==> src/rtl/shift_reg_seq.sv <==
// shift_reg_seq
//   Parametrised load/shift register for the Booth A/Q datapath. Supports
//   parallel load, single-step shifts while idle, and a self-timed
//   multi-shift sequence with a start/busy/done handshake. The bit shifted
//   out by the most recent shift is kept in shift_out (Booth Q-1).
//
//   Optional feature macro: SHIFT_REG_SEQ_ZERO_FLAG_EN
//     When defined, adds a registered "zero" output that is high exactly when
//     q is all zeros (reset value 1).
//
// Ports
//   clk        rising-edge clock
//   rst_n      asynchronous active-low reset
//   load_en    parallel load of d (IDLE, highest priority)
//   d          parallel load data
//   shift_en   single shift using live dir/mode (IDLE, lowest priority)
//   shift_in   serial fill bit for logical mode
//   dir        0 = right, 1 = left
//   mode       00 logical, 01 arithmetic, 10 rotate, 11 treated as logical
//   start      begin a multi-shift sequence (IDLE)
//   count      shifts per sequence, saturated to MAX_SHIFT
//   busy       sequence in progress
//   done       one-cycle pulse after the final shift of a sequence
//   q          register contents
//   shift_out  last bit shifted out
//   zero       (optional) q is all zeros
//
// States
//   IDLE | accepts load, start, single shift
//   RUN  | one shift per cycle with latched dir/mode until remaining hits 0

module shift_reg_seq #(
  parameter int WIDTH     = 8,
  parameter int MAX_SHIFT = WIDTH,
  parameter int CNT_W     = $clog2(MAX_SHIFT + 1)
) (
  input  logic             clk,
  input  logic             rst_n,
  input  logic             load_en,
  input  logic [WIDTH-1:0] d,
  input  logic             shift_en,
  input  logic             shift_in,
  input  logic             dir,
  input  logic [1:0]       mode,
  input  logic             start,
  input  logic [CNT_W-1:0] count,
  output logic             busy,
  output logic             done,
  output logic [WIDTH-1:0] q,
  output logic             shift_out
`ifdef SHIFT_REG_SEQ_ZERO_FLAG_EN
  ,
  output logic             zero
`endif
);

  typedef enum logic {IDLE = 1'b0, RUN = 1'b1} state_t;

  state_t           state, state_nxt;
  logic [CNT_W-1:0] remaining, remaining_nxt;
  logic [CNT_W-1:0] count_sat;
  logic             dir_l, dir_l_nxt;
  logic [1:0]       mode_l, mode_l_nxt;
  logic [WIDTH-1:0] q_nxt;
  logic             shift_out_nxt, busy_nxt, done_nxt;
  logic [WIDTH:0]   live_shift, seq_shift;

  // Returns {bit shifted out, shifted value}. Mode 11 falls into the
  // logical (default) branch.
  function automatic logic [WIDTH:0] shift_op(input logic [WIDTH-1:0] v,
                                               input logic             left,
                                               input logic [1:0]       m,
                                               input logic             fill);
    logic [WIDTH:0] r;
    if (!left) begin
      case (m)
        2'b01:   r = {v[0], v[WIDTH-1], v[WIDTH-1:1]};
        2'b10:   r = {v[0], v[0],       v[WIDTH-1:1]};
        default: r = {v[0], fill,       v[WIDTH-1:1]};
      endcase
    end else begin
      case (m)
        2'b01:   r = {v[WIDTH-1], v[WIDTH-2:0], 1'b0};
        2'b10:   r = {v[WIDTH-1], v[WIDTH-2:0], v[WIDTH-1]};
        default: r = {v[WIDTH-1], v[WIDTH-2:0], fill};
      endcase
    end
    return r;
  endfunction

  assign count_sat  = (count > CNT_W'(MAX_SHIFT)) ? CNT_W'(MAX_SHIFT) : count;
  assign live_shift = shift_op(q, dir, mode, shift_in);
  assign seq_shift  = shift_op(q, dir_l, mode_l, shift_in);

  // State and registered outputs
  always_ff @(posedge clk or negedge rst_n) begin
    if (!rst_n) begin
      state     <= IDLE;
      remaining <= '0;
      dir_l     <= 1'b0;
      mode_l    <= 2'b00;
      q         <= '0;
      shift_out <= 1'b0;
      busy      <= 1'b0;
      done      <= 1'b0;
`ifdef SHIFT_REG_SEQ_ZERO_FLAG_EN
      zero      <= 1'b1;
`endif
    end else begin
      state     <= state_nxt;
      remaining <= remaining_nxt;
      dir_l     <= dir_l_nxt;
      mode_l    <= mode_l_nxt;
      q         <= q_nxt;
      shift_out <= shift_out_nxt;
      busy      <= busy_nxt;
      done      <= done_nxt;
`ifdef SHIFT_REG_SEQ_ZERO_FLAG_EN
      zero      <= (q_nxt == '0);
`endif
    end
  end

  // Next state
  always_comb begin
    state_nxt = state;
    case (state)
      IDLE: if (!load_en && start && (count_sat != '0)) state_nxt = RUN;
      RUN:  if (remaining == CNT_W'(1)) state_nxt = IDLE;
      default: state_nxt = IDLE;
    endcase
  end

  // Next values of datapath and handshake outputs
  always_comb begin
    q_nxt         = q;
    shift_out_nxt = shift_out;
    busy_nxt      = busy;
    done_nxt      = 1'b0;
    remaining_nxt = remaining;
    dir_l_nxt     = dir_l;
    mode_l_nxt    = mode_l;
    case (state)
      IDLE: begin
        if (load_en) begin
          q_nxt         = d;
          shift_out_nxt = 1'b0;
        end else if (start) begin
          dir_l_nxt  = dir;
          mode_l_nxt = mode;
          if (count_sat == '0) begin
            done_nxt = 1'b1;
          end else begin
            busy_nxt      = 1'b1;
            remaining_nxt = count_sat;
          end
        end else if (shift_en) begin
          {shift_out_nxt, q_nxt} = live_shift;
        end
      end
      RUN: begin
        {shift_out_nxt, q_nxt} = seq_shift;
        remaining_nxt          = remaining - CNT_W'(1);
        if (remaining == CNT_W'(1)) begin
          busy_nxt = 1'b0;
          done_nxt = 1'b1;
        end
      end
      default: ;
    endcase
  end

endmodule
==> config.mk <==
export PLATFORM = sky130hd
export DESIGN_NAME = shift_reg_seq
export DESIGN_NICKNAME = d
export VERILOG_FILES = /design/src/rtl/shift_reg_seq.sv
export SDC_FILE = /design/constraint.sdc
export NUM_CORES = 1
export LEC_CHECK = 0
export BUFFER_PORTS_ARGS = -buffer_cell sky130_fd_sc_hd__buf_2
export CORE_MARGIN = 5
export CORE_UTILIZATION = 53
export DETAILED_ROUTE_END_ITERATION = 8
export PLACE_DENSITY = 0.78
export SYNTH_ARGS = -nofsm -noshare
export SYNTH_HDL_FRONTEND = slang
export SYNTH_SLANG_ARGS = --single-unit
export TNS_END_PERCENT = 20
==> constraint.sdc <==
create_clock -name clk -period 1.65 [get_ports clk]
set_input_delay 0.2475 -clock clk [delete_from_list [all_inputs] [get_ports clk]]
set_output_delay 0.2475 -clock clk [all_outputs]
set_load 0.01 [all_outputs]
# Word-level counts from Yosys, hierarchy flattened
# Cells that the tools add are included.
dict set report word_totals {
  reg_bits 19
  output_inout_bits 11
}
dict set report classes {
  n_addsub 1
  magnitude_cmp 1
  n_eq_ne 13
  n_mux 32
  bitwise 2
  reduce_logical 10
}
# op n
set ops {}
lappend ops {{$pmux W8 S2} 3}
lappend ops {{$mux W8} 3}
lappend ops {{$mux W9} 2}
lappend ops {{$mux W4} 4}
lappend ops {{$mux W1} 13}
lappend ops {{$pmux W1 S2} 6}
lappend ops {{$ne A3 B3 Y1 const B} 3}
lappend ops {{$pmux W4 S2} 1}
lappend ops {{$reduce_and A4 Y1} 2}
lappend ops {{$ne A2 B2 Y1 const B} 3}
lappend ops {{$reduce_and A3 Y1} 2}
lappend ops {{$eq A2 B1 Y1 const B} 2}
lappend ops {{$eq A2 B2 Y1 const B} 2}
lappend ops {{$eq A4 B1 Y1 const B} 1}
lappend ops {{$gt A4 B4 Y1 const B} 1}
lappend ops {{$logic_not A4 Y1} 1}
lappend ops {{$ne A4 B4 Y1 const B} 1}
lappend ops {{$reduce_bool A4 Y1} 1}
lappend ops {{$sub A4 B1 Y4 const B} 1}
lappend ops {{$logic_and A1 B1 Y1} 2}
lappend ops {{$ne A2 B1 Y1 const B} 1}
lappend ops {{$not A1 Y1} 2}
lappend ops {{$reduce_and A2 Y1} 1}
lappend ops {{$logic_not A1 Y1} 1}

# Longest topological paths before layout
# Gate-level depths: netlist (run 1).
dict set report logic_depth {
  depth_word 7
  mapped_depth 6
  mapped_depth_nobuf 6
}

# Worst setup path before layout (run 1)
# No wires, ideal clock.
dict set report synth_timing {
  path_kind {input to register}
  startpoint {input mode[0]}
  endpoint {register q[7]}
  arrival_time_ns 1.320
  setup_slack_ns 0.199
  path_stages 6
  cell_sequence {inv_1 ha_1 mux2_2 mux2_2 a211oi_1 o31ai_1}
}
dict set report synth_between {
  elab_chain_cells 7
  word_cells_on_any_way 10
}
# item line_no
set synth_lines {}
lappend synth_lines {{from (decl)} 44} ;# input logic [1:0] mode,
lappend synth_lines {{$eq A2 B2 Y1 / $eq A2 B1 Y1 (equally long branches)} 76} ;# case (m)
lappend synth_lines {{$pmux W8 S2} 76}
lappend synth_lines {{$mux W9} 75} ;# if (!left) begin
lappend synth_lines {{$mux W8} 157} ;# end else if (shift_en) begin
lappend synth_lines {{$mux W8} 148} ;# end else if (start) begin
lappend synth_lines {{$mux W8} 145} ;# if (load_en) begin
lappend synth_lines {{$pmux W8 S2} 143} ;# case (state)
lappend synth_lines {{to (signal assigned)} 114} ;# q <= q_nxt;
lappend synth_lines {{to (decl)} 49} ;# output logic [WIDTH-1:0] q,
# Several ways; a longest one is shown, not always the timed one. The select of a mux whose other input is x is not followed.
# A chain may end at the register's enable or synchronous reset.

# Worst setup path in the final report (run 1)
dict set report layout_timing {
  startpoint {register q[0]}
  endpoint {register q[7]}
}
dict set report layout_between {
  elab_chain_cells 6
  word_cells_on_any_way 8
}
# item line_no
set layout_lines {}
lappend layout_lines {{$pmux W8 S2} 76}
lappend layout_lines {{$mux W9} 75}
lappend layout_lines {{$mux W8} 157}
lappend layout_lines {{$mux W8} 148}
lappend layout_lines {{$mux W8} 145}
lappend layout_lines {{$pmux W8 S2 *} 143}
# Every way passes the cells marked *; elsewhere a longest branch is shown, timed or not. The select of a mux whose other input is x is not followed.

==> results.txt, run 1 <==
By area the synthesized netlist is led by dfrtp_1 (35%), mux2i_1 (10%), o21ai_0 (6.7%). For this configuration, the core starts out at a cell density of 55.1%. The worst-case IR drop observed on VDD is 0.000967 V.

Power density over the cells: 1590 nW/um^2. The run gives 1350 um^2 as the post-synthesis cell area. The worst setup path is captured at a flop. The final-report hold violation count was 0. The run gives 18 as the row count. A synthesized cell averages 9.09 um^2. For the leakage power summed over all cells, the log shows 0.745 nW. Synthesis produced a netlist whose cell count is 149.

For this run, design rule violations remaining after detail routing come to 0. The number of top-level pins was 32. Initial antenna violation count: 0.

The HPWL after detailed placement is 2.43 mm. Depth of the CTS H-tree: 1. In this run the most critical hold path is launched from count[0].

The run gives 0.0139 ns as the worst slack at placement. The synthesized netlist contains 34 unique library cells. Final sum of negative setup slack: 0 ns. Compared with the post-synthesis result, the final layout area differs by 17.6%. Nature of the critical path startpoint: a flop. The final weighted congestion in routability-driven placement was 0.834. Detailed routing inserted a total of 1190 vias. Tracing the worst setup path back leads to its startpoint at q[0]. Overall die width: 60.5 um.

Global routing used 19.4% of the available tracks across all layers. The first routing iteration left 25 violations. The buffers inserted during post-CTS setup optimization is 0, and the data arrival time of the worst path is 1.62 ns. The flow ran to the end, and the final reports show no timing, DRC or antenna violations. The clock net in this run drives a total of 19 sinks. The run gives 63.1% as the remaining max-slew budget at the tightest pin.

The logs give 0 for the count of final max-slew check failures and 5.40 mm for the first-pass GRT wire length. The area of the core is 2450 um^2, and the proportion of synthesized chip area in sequential cells is 35.1%. For the hold buffer count at CTS, the log shows 1. The fraction of final layout cells with drive strength greater than 1 was 28.3%; the pin count of the biggest net entering global routing was 20. Of all nets on the critical path, the largest fanout is 8. The tools report the number of instances resized during post-cts repair as 0. Summed over its instances, the top area cell type makes up 35.1% of the synthesized netlist area.

The clock arrives with 0.00150 ns of skew. The largest total area in the synthesized netlist belongs to dfrtp_1. The worst path required time was 1.82 ns; the share of the clock period used by the worst path after layout was 88.3%.

The later-pin clock latency in the skew report was 0.29 ns. The floorplan step defined a die boundary enclosing 3670 um^2. In this run the worst hold path is classified as in -> reg. Based on the critical path, the design can be clocked at up to 687 MHz.

Setup repair after global routing left no endpoint under its margin. In this run the remaining antenna-violating nets after routing total 0. The number of clock buffers added by TritonCTS is 3.

The setup violation total in the final timing report was 0. Using the TritonRoute via totals, the vias-per-cell ratio works out to 5.56. The tools report the clock tree root buffer cell as clkbuf_4.

The clock-pin slew on the worst setup and hold paths is 0.11 ns. Yosys printed 0 warnings. TritonCTS built the clock tree.

Leaving out fill and tap cells, the most frequent cell in the layout is buf_2. The count of buffers added on input and output ports is 31. Synthesis inferred 19 register bits. The critical path is of the reg -> reg type. After global routing the overflow that remains totals 0.

The die is 60.5 um tall. In the final routed layout, each cell accounts on average for 14.8 um. The library cells used most frequently in the layout, excluding fill and tap cells, are buf_2 (31), nand2_1 (23), dfrtp_1 (19). In the post-route analysis, the smallest setup slack over all paths is 0.193 ns. The beginning of the worst register-to-register path is q[0]. The slew at the pin closest to its max-slew limit is 0.551 ns, and the antenna diode count is 0. The reported max-cap violation count is 0. The worst slack on hold paths is 0.205 ns, and the reg-to-reg setup timing slack is 0.19 ns. The number of nets handed over by synthesis was 176. The routed wire length is 3.18 mm, and the number of optimization iterations in the first detailed-route pass is 4. For the via count of the first global-routing pass, the log shows 1199. The worst path needs 1.46 ns of the cycle, external delays included. The clock passes through at most 2 buffers.

At the end of the flow, the number of nets in the layout was 212.
synthesized netlist by cell type:
cell and instances:
and4bb_2 2, inv_2 1, nand3_1 3, or4b_1 1
o211ai_1 4, o21ai_1 1, nand2b_1 1, nor2b_1 7
nor2_1 2, a32o_1 1, ha_1 6, nor3b_1 2
a31oi_4 1, inv_1 8, nand4bb_1 1, o21ai_0 18
clkbuf_1 1, xnor2_1 1, dfrtp_1 19, mux2i_1 14
o2111ai_1 1, o211ai_2 1, buf_2 5, a211oi_1 3
o31ai_1 1, nand2_1 23, a21oi_1 10, or4_4 1
xor2_1 1, buf_4 1, a221oi_1 1, nor3_4 1
mux2_2 5, nor3_1 1
sequential cells by signal (all words and copies together) (netlist names):
signal / count
done: 1
state: 1
busy: 1
remaining: 4
mode_l: 2
q: 8
dir_l: 1
shift_out: 1
worst paths after layout:
path / end / cells after the start
min: remaining[0] / 3
min reg2reg: busy / 1
min in group asynchronous: mode_l[0] / 2
max: q[7] / 4
max in group asynchronous: q[1] / 2
max reg2reg: q[7] / 4
through the flow:
stage / utilization (%) / instance area (um^2) / std cells / power (mW)
floorplan: - / 1350 / 149 / 1.86
global placement: 63.4 / 1560 / 209 / 2.24
detailed placement: 63.4 / 1560 / 209 / 2.32
CTS: 64.8 / 1590 / 214 / 2.56
global route: 64.8 / 1590 / 214 / 2.78
finish: 64.8 / 1590 / 214 / 2.54
cells by family after synthesis:
logic type               synth area share [%]
adder cells (fa/ha/maj)                  5.55
AO/OA/AOI/OAI                            19.7
AND/OR/NAND/NOR                          18.7
XOR/XNOR                                 1.29
buffers and inverters                    5.18
multiplexers                             14.5
flip-flops                               35.1
layout make-up:
| class | count | area, um^2 |
|---|---|---|
| Clock buffer | 4 | 26.3 |
| Fill cell | 193 | 863 |
| Timing Repair Buffer | 38 | 210 |
| Tap cell | 30 | 37.5 |
| Multi-Input combinational cell | 114 | 808 |
| Sequential cell | 19 | 475 |
| Inverter | 9 | 33.8 |
power breakdown:
part / leakage (nW) / switching (mW) / internal, mW
registers: 0.224 / 0.270 / 0.699
logic: 0.506 / 0.673 / 0.658
clock network: 0.0150 / 0.142 / 0.0939
critical path: stages, from the launching register on:
cell	delay [ns]
dfrtp_1	0.48
mux2_2	0.29
mux2_2	0.25
a211oi_1	0.23
o31ai_1	0.08
routing by layer:
| layer | GRT usage [%] | vias to the layer above | wire length (um) |
|---|---|---|---|
| met5 | 0 | - | 0 |
| met4 | 6.50 | 0 | 19 |
| met3 | 2.55 | 2 | 129 |
| met2 | 34.6 | 19 | 1650 |
| met1 | 24.3 | 563 | 1380 |
| li1 | - | 606 | - |
Note: power is estimated with default switching activity, not from simulation.
==> inputs of run 2 (changes only) <==
--- a/config.mk
+++ b/config.mk
@@ -9,6 +9,7 @@
 export CORE_MARGIN = 5
 export CORE_UTILIZATION = 53
 export DETAILED_ROUTE_END_ITERATION = 8
+export MAX_ROUTING_LAYER = met4
 export PLACE_DENSITY = 0.78
 export SYNTH_ARGS = -nofsm -noshare
 export SYNTH_HDL_FRONTEND = slang
==> results.txt, run 2 (synthesis gave the netlist of run 1 again) <==
The number of optimization iterations in the first detailed-route pass was 4; the via count of the first global-routing pass was 1198. Of the total power, registers draw 38.1%. The commonest non-fill, non-tap cell in the layout is buf_2. The floorplan step defined a core boundary enclosing 2450 um^2. The register with the most flip-flops in the layout has 8 of them.

The worst setup path is launched from a flop. The die is 60.5 um wide. Depth of the CTS H-tree: 1. The internal portion of total power is 1.45 mW, and the final sum of negative setup slack is 0 ns. The tools report the pin count of the biggest net entering global routing as 20. The run gives 0 as the overall overflow remaining after global route.

Row generation in the floorplan step produced 18 rows. During placement, the flow inserted port buffers numbering 31. The later-pin clock latency in the skew report came out at 0.29 ns. In the routed design, unresolved DRC markers number 0.

Combinational logic is responsible for 52.4% of the overall power. The switching fraction of total power works out to 42.9%. Broken down by cell family, the worst path's largest delay share belongs to multiplexers. The endpoint type of the worst setup path was a flop. The number of nets at the end of the flow was 212. The count of fill cells added during filler insertion was 193; the buffer and inverter count on the worst path was 0. The final critical-path required period is 1.45 ns, and the peak clock frequency supported by timing is 690 MHz. Max-cap violations in this run came to 0. TritonCTS built the clock tree. Final critical-path setup slack: 0.200 ns. The first global-routing pass estimated 5.42 mm of wire. Setup repair after global routing left no endpoint under its margin. Setup violations remaining at the end of the flow were counted as 0.

The combined global-route utilization of all metal layers is 20.1%, and the count of final max-slew check failures is 0. The clock arrives with 0.00182 ns of skew. VDD sags by at most 0.000969 V.

The critical path goes through mux2_2 -> mux2_2 -> a211oi_1 -> o31ai_1. Compared with the post-synthesis result, the final layout area differs by 17.6%. The logs give 0 for the final-report hold violation count and 33 for the DRC violation total after the first TritonRoute iteration. In this design, the critical path's most frequently occurring cell is mux2_2. Cells fill 64.8% of the core in the end.

Among all stages on the critical path, the largest delay is contributed by dfrtp_1. Dividing the final minimum period by the clock period gives 87.9%. The run finished with clean final reports. The number of buffers created by CTS was 3.

At the pin with the least slew margin, the transition time is 0.539 ns. The worst slack at placement was 0.0139 ns. After detailed routing, the average wire length per cell comes to 14.8 um. In this run the power density over the cells is 1600 nW/um^2.

The register with the most flip-flops was q. Using the TritonRoute via totals, the vias-per-cell ratio works out to 5.64. The clock-pin slew on the worst setup and hold paths was 0.11 ns; the placement-stage cell area was 1560 um^2. Detailed routing placed a total of 154 um of wire on met3.

Data on the critical path arrives at its endpoint at 1.62 ns. The delay contributed by the slowest stage of the critical path was 0.47 ns. The maximum fanout along the worst path is 8.

Leakage power summed over all cells: 0.745 nW. Type of the tightest min-delay check: in -> reg. The die is 60.5 um tall. The routed design has 3.16 mm of wire. The run gives 63.9% as the remaining max-slew budget at the tightest pin. The run gives 1.64 mm as the wire length on met2. The deepest clock path buffer count was 2. Pin placement for this block handled 32 I/O pins.

After detailed routing, the wire length on met1 is 1.34 mm. The clock tree root buffer cell was clkbuf_4. With fillers left out, the area of the finished cells amounts to 1590 um^2. For the initial antenna violation count, the log shows 0.

The logs give 0 for the antenna diode count and 0 for the buffers inserted during post-CTS setup optimization. The uppermost signal routing layer after detailed routing is met4. The run gives 0 as the number of instances resized during post-cts repair.

The largest registers in the layout are q x8, remaining x4, mode_l x2. The area enclosed by the die boundary was 3670 um^2. The final weighted congestion in routability-driven placement was 0.846; the via count of the routed design was 1206. For the number of clock sinks seen by CTS, the log shows 19. Clock group share of total power: 9.4%. Leaving out fill and tap cells, the most frequent cells in the layout are buf_2 (31), nand2_1 (23), dfrtp_1 (19). Worst path required time: 1.82 ns. The category of the critical setup timing path is reg -> reg. Summed over all nets, the half-perimeter wirelength after detailed placement is 2.43 mm. Cells with a size suffix above 1 make up 28.3% of the layout.

The run gives 0 as the number of nets with antenna violations after routing. The switching power summed over all nets came out at 1.09 mW. The initial core utilization is 55.1%.
run 2: worst paths after layout:
path | cells past startpoint | from | to | slack [ns]
setup / recovery | 4 | q[0] | q[7] | 0.20
hold / removal | 3 | count[0] | remaining[0] | 0.20
setup reg to reg | 4 | q[0] | q[7] | 0.20
hold reg to reg | 1 | busy | busy | 0.51
max in group asynchronous | 2 | rst_n | busy | 0.93
min in group asynchronous | 2 | rst_n | mode_l[0] | 0.42
run 2: metrics by stage:
stage,hold WS [ns],total power [mW],std cells
finish,0.204,2.54,214
CTS,0.200,2.56,214
detailed placement,0.221,2.32,209
global route,0.225,2.78,214
global placement,0.220,2.24,209
floorplan,-0.0481,1.86,149
run 2: tightest hold or removal path, cell delays in order:
cell and delay, ns:
buf_2 0.11, nand2b_1 0.06, o21ai_1 0.05
run 2: cell type report:
cell class / count / area [um^2] / area share [%]
Multi-Input combinational cell: 114 / 808 / 50.8
Inverter: 9 / 33.8 / 2.12
Sequential cell: 19 / 475 / 29.9
Clock buffer: 4 / 26.3 / 1.65
Tap cell: 30 / 37.5 / 2.36
Timing Repair Buffer: 38 / 210 / 13.2
run 2: per-layer routing:
metal	track usage (%)	up-vias
li1	-	609
met1	24.7	566
met2	34.6	29
met3	2.13	2
met4	6.50	0
met5	-	-
run 2: power by group through the flow:
stage	clock network (mW)	logic, mW	registers (mW)
after detailed placement	0	1.34	0.979
after global placement	0	1.29	0.959
final	0.240	1.33	0.969
after global routing	0.258	1.51	1.01
after floorplan	0	0.877	0.987
after CTS	0.244	1.34	0.967
run 2: what timing repair did:
item,in CTS,in global routing
hold buffers,1,0
endpoints found under the setup margin,0,0
hold endpoints to repair,19,0
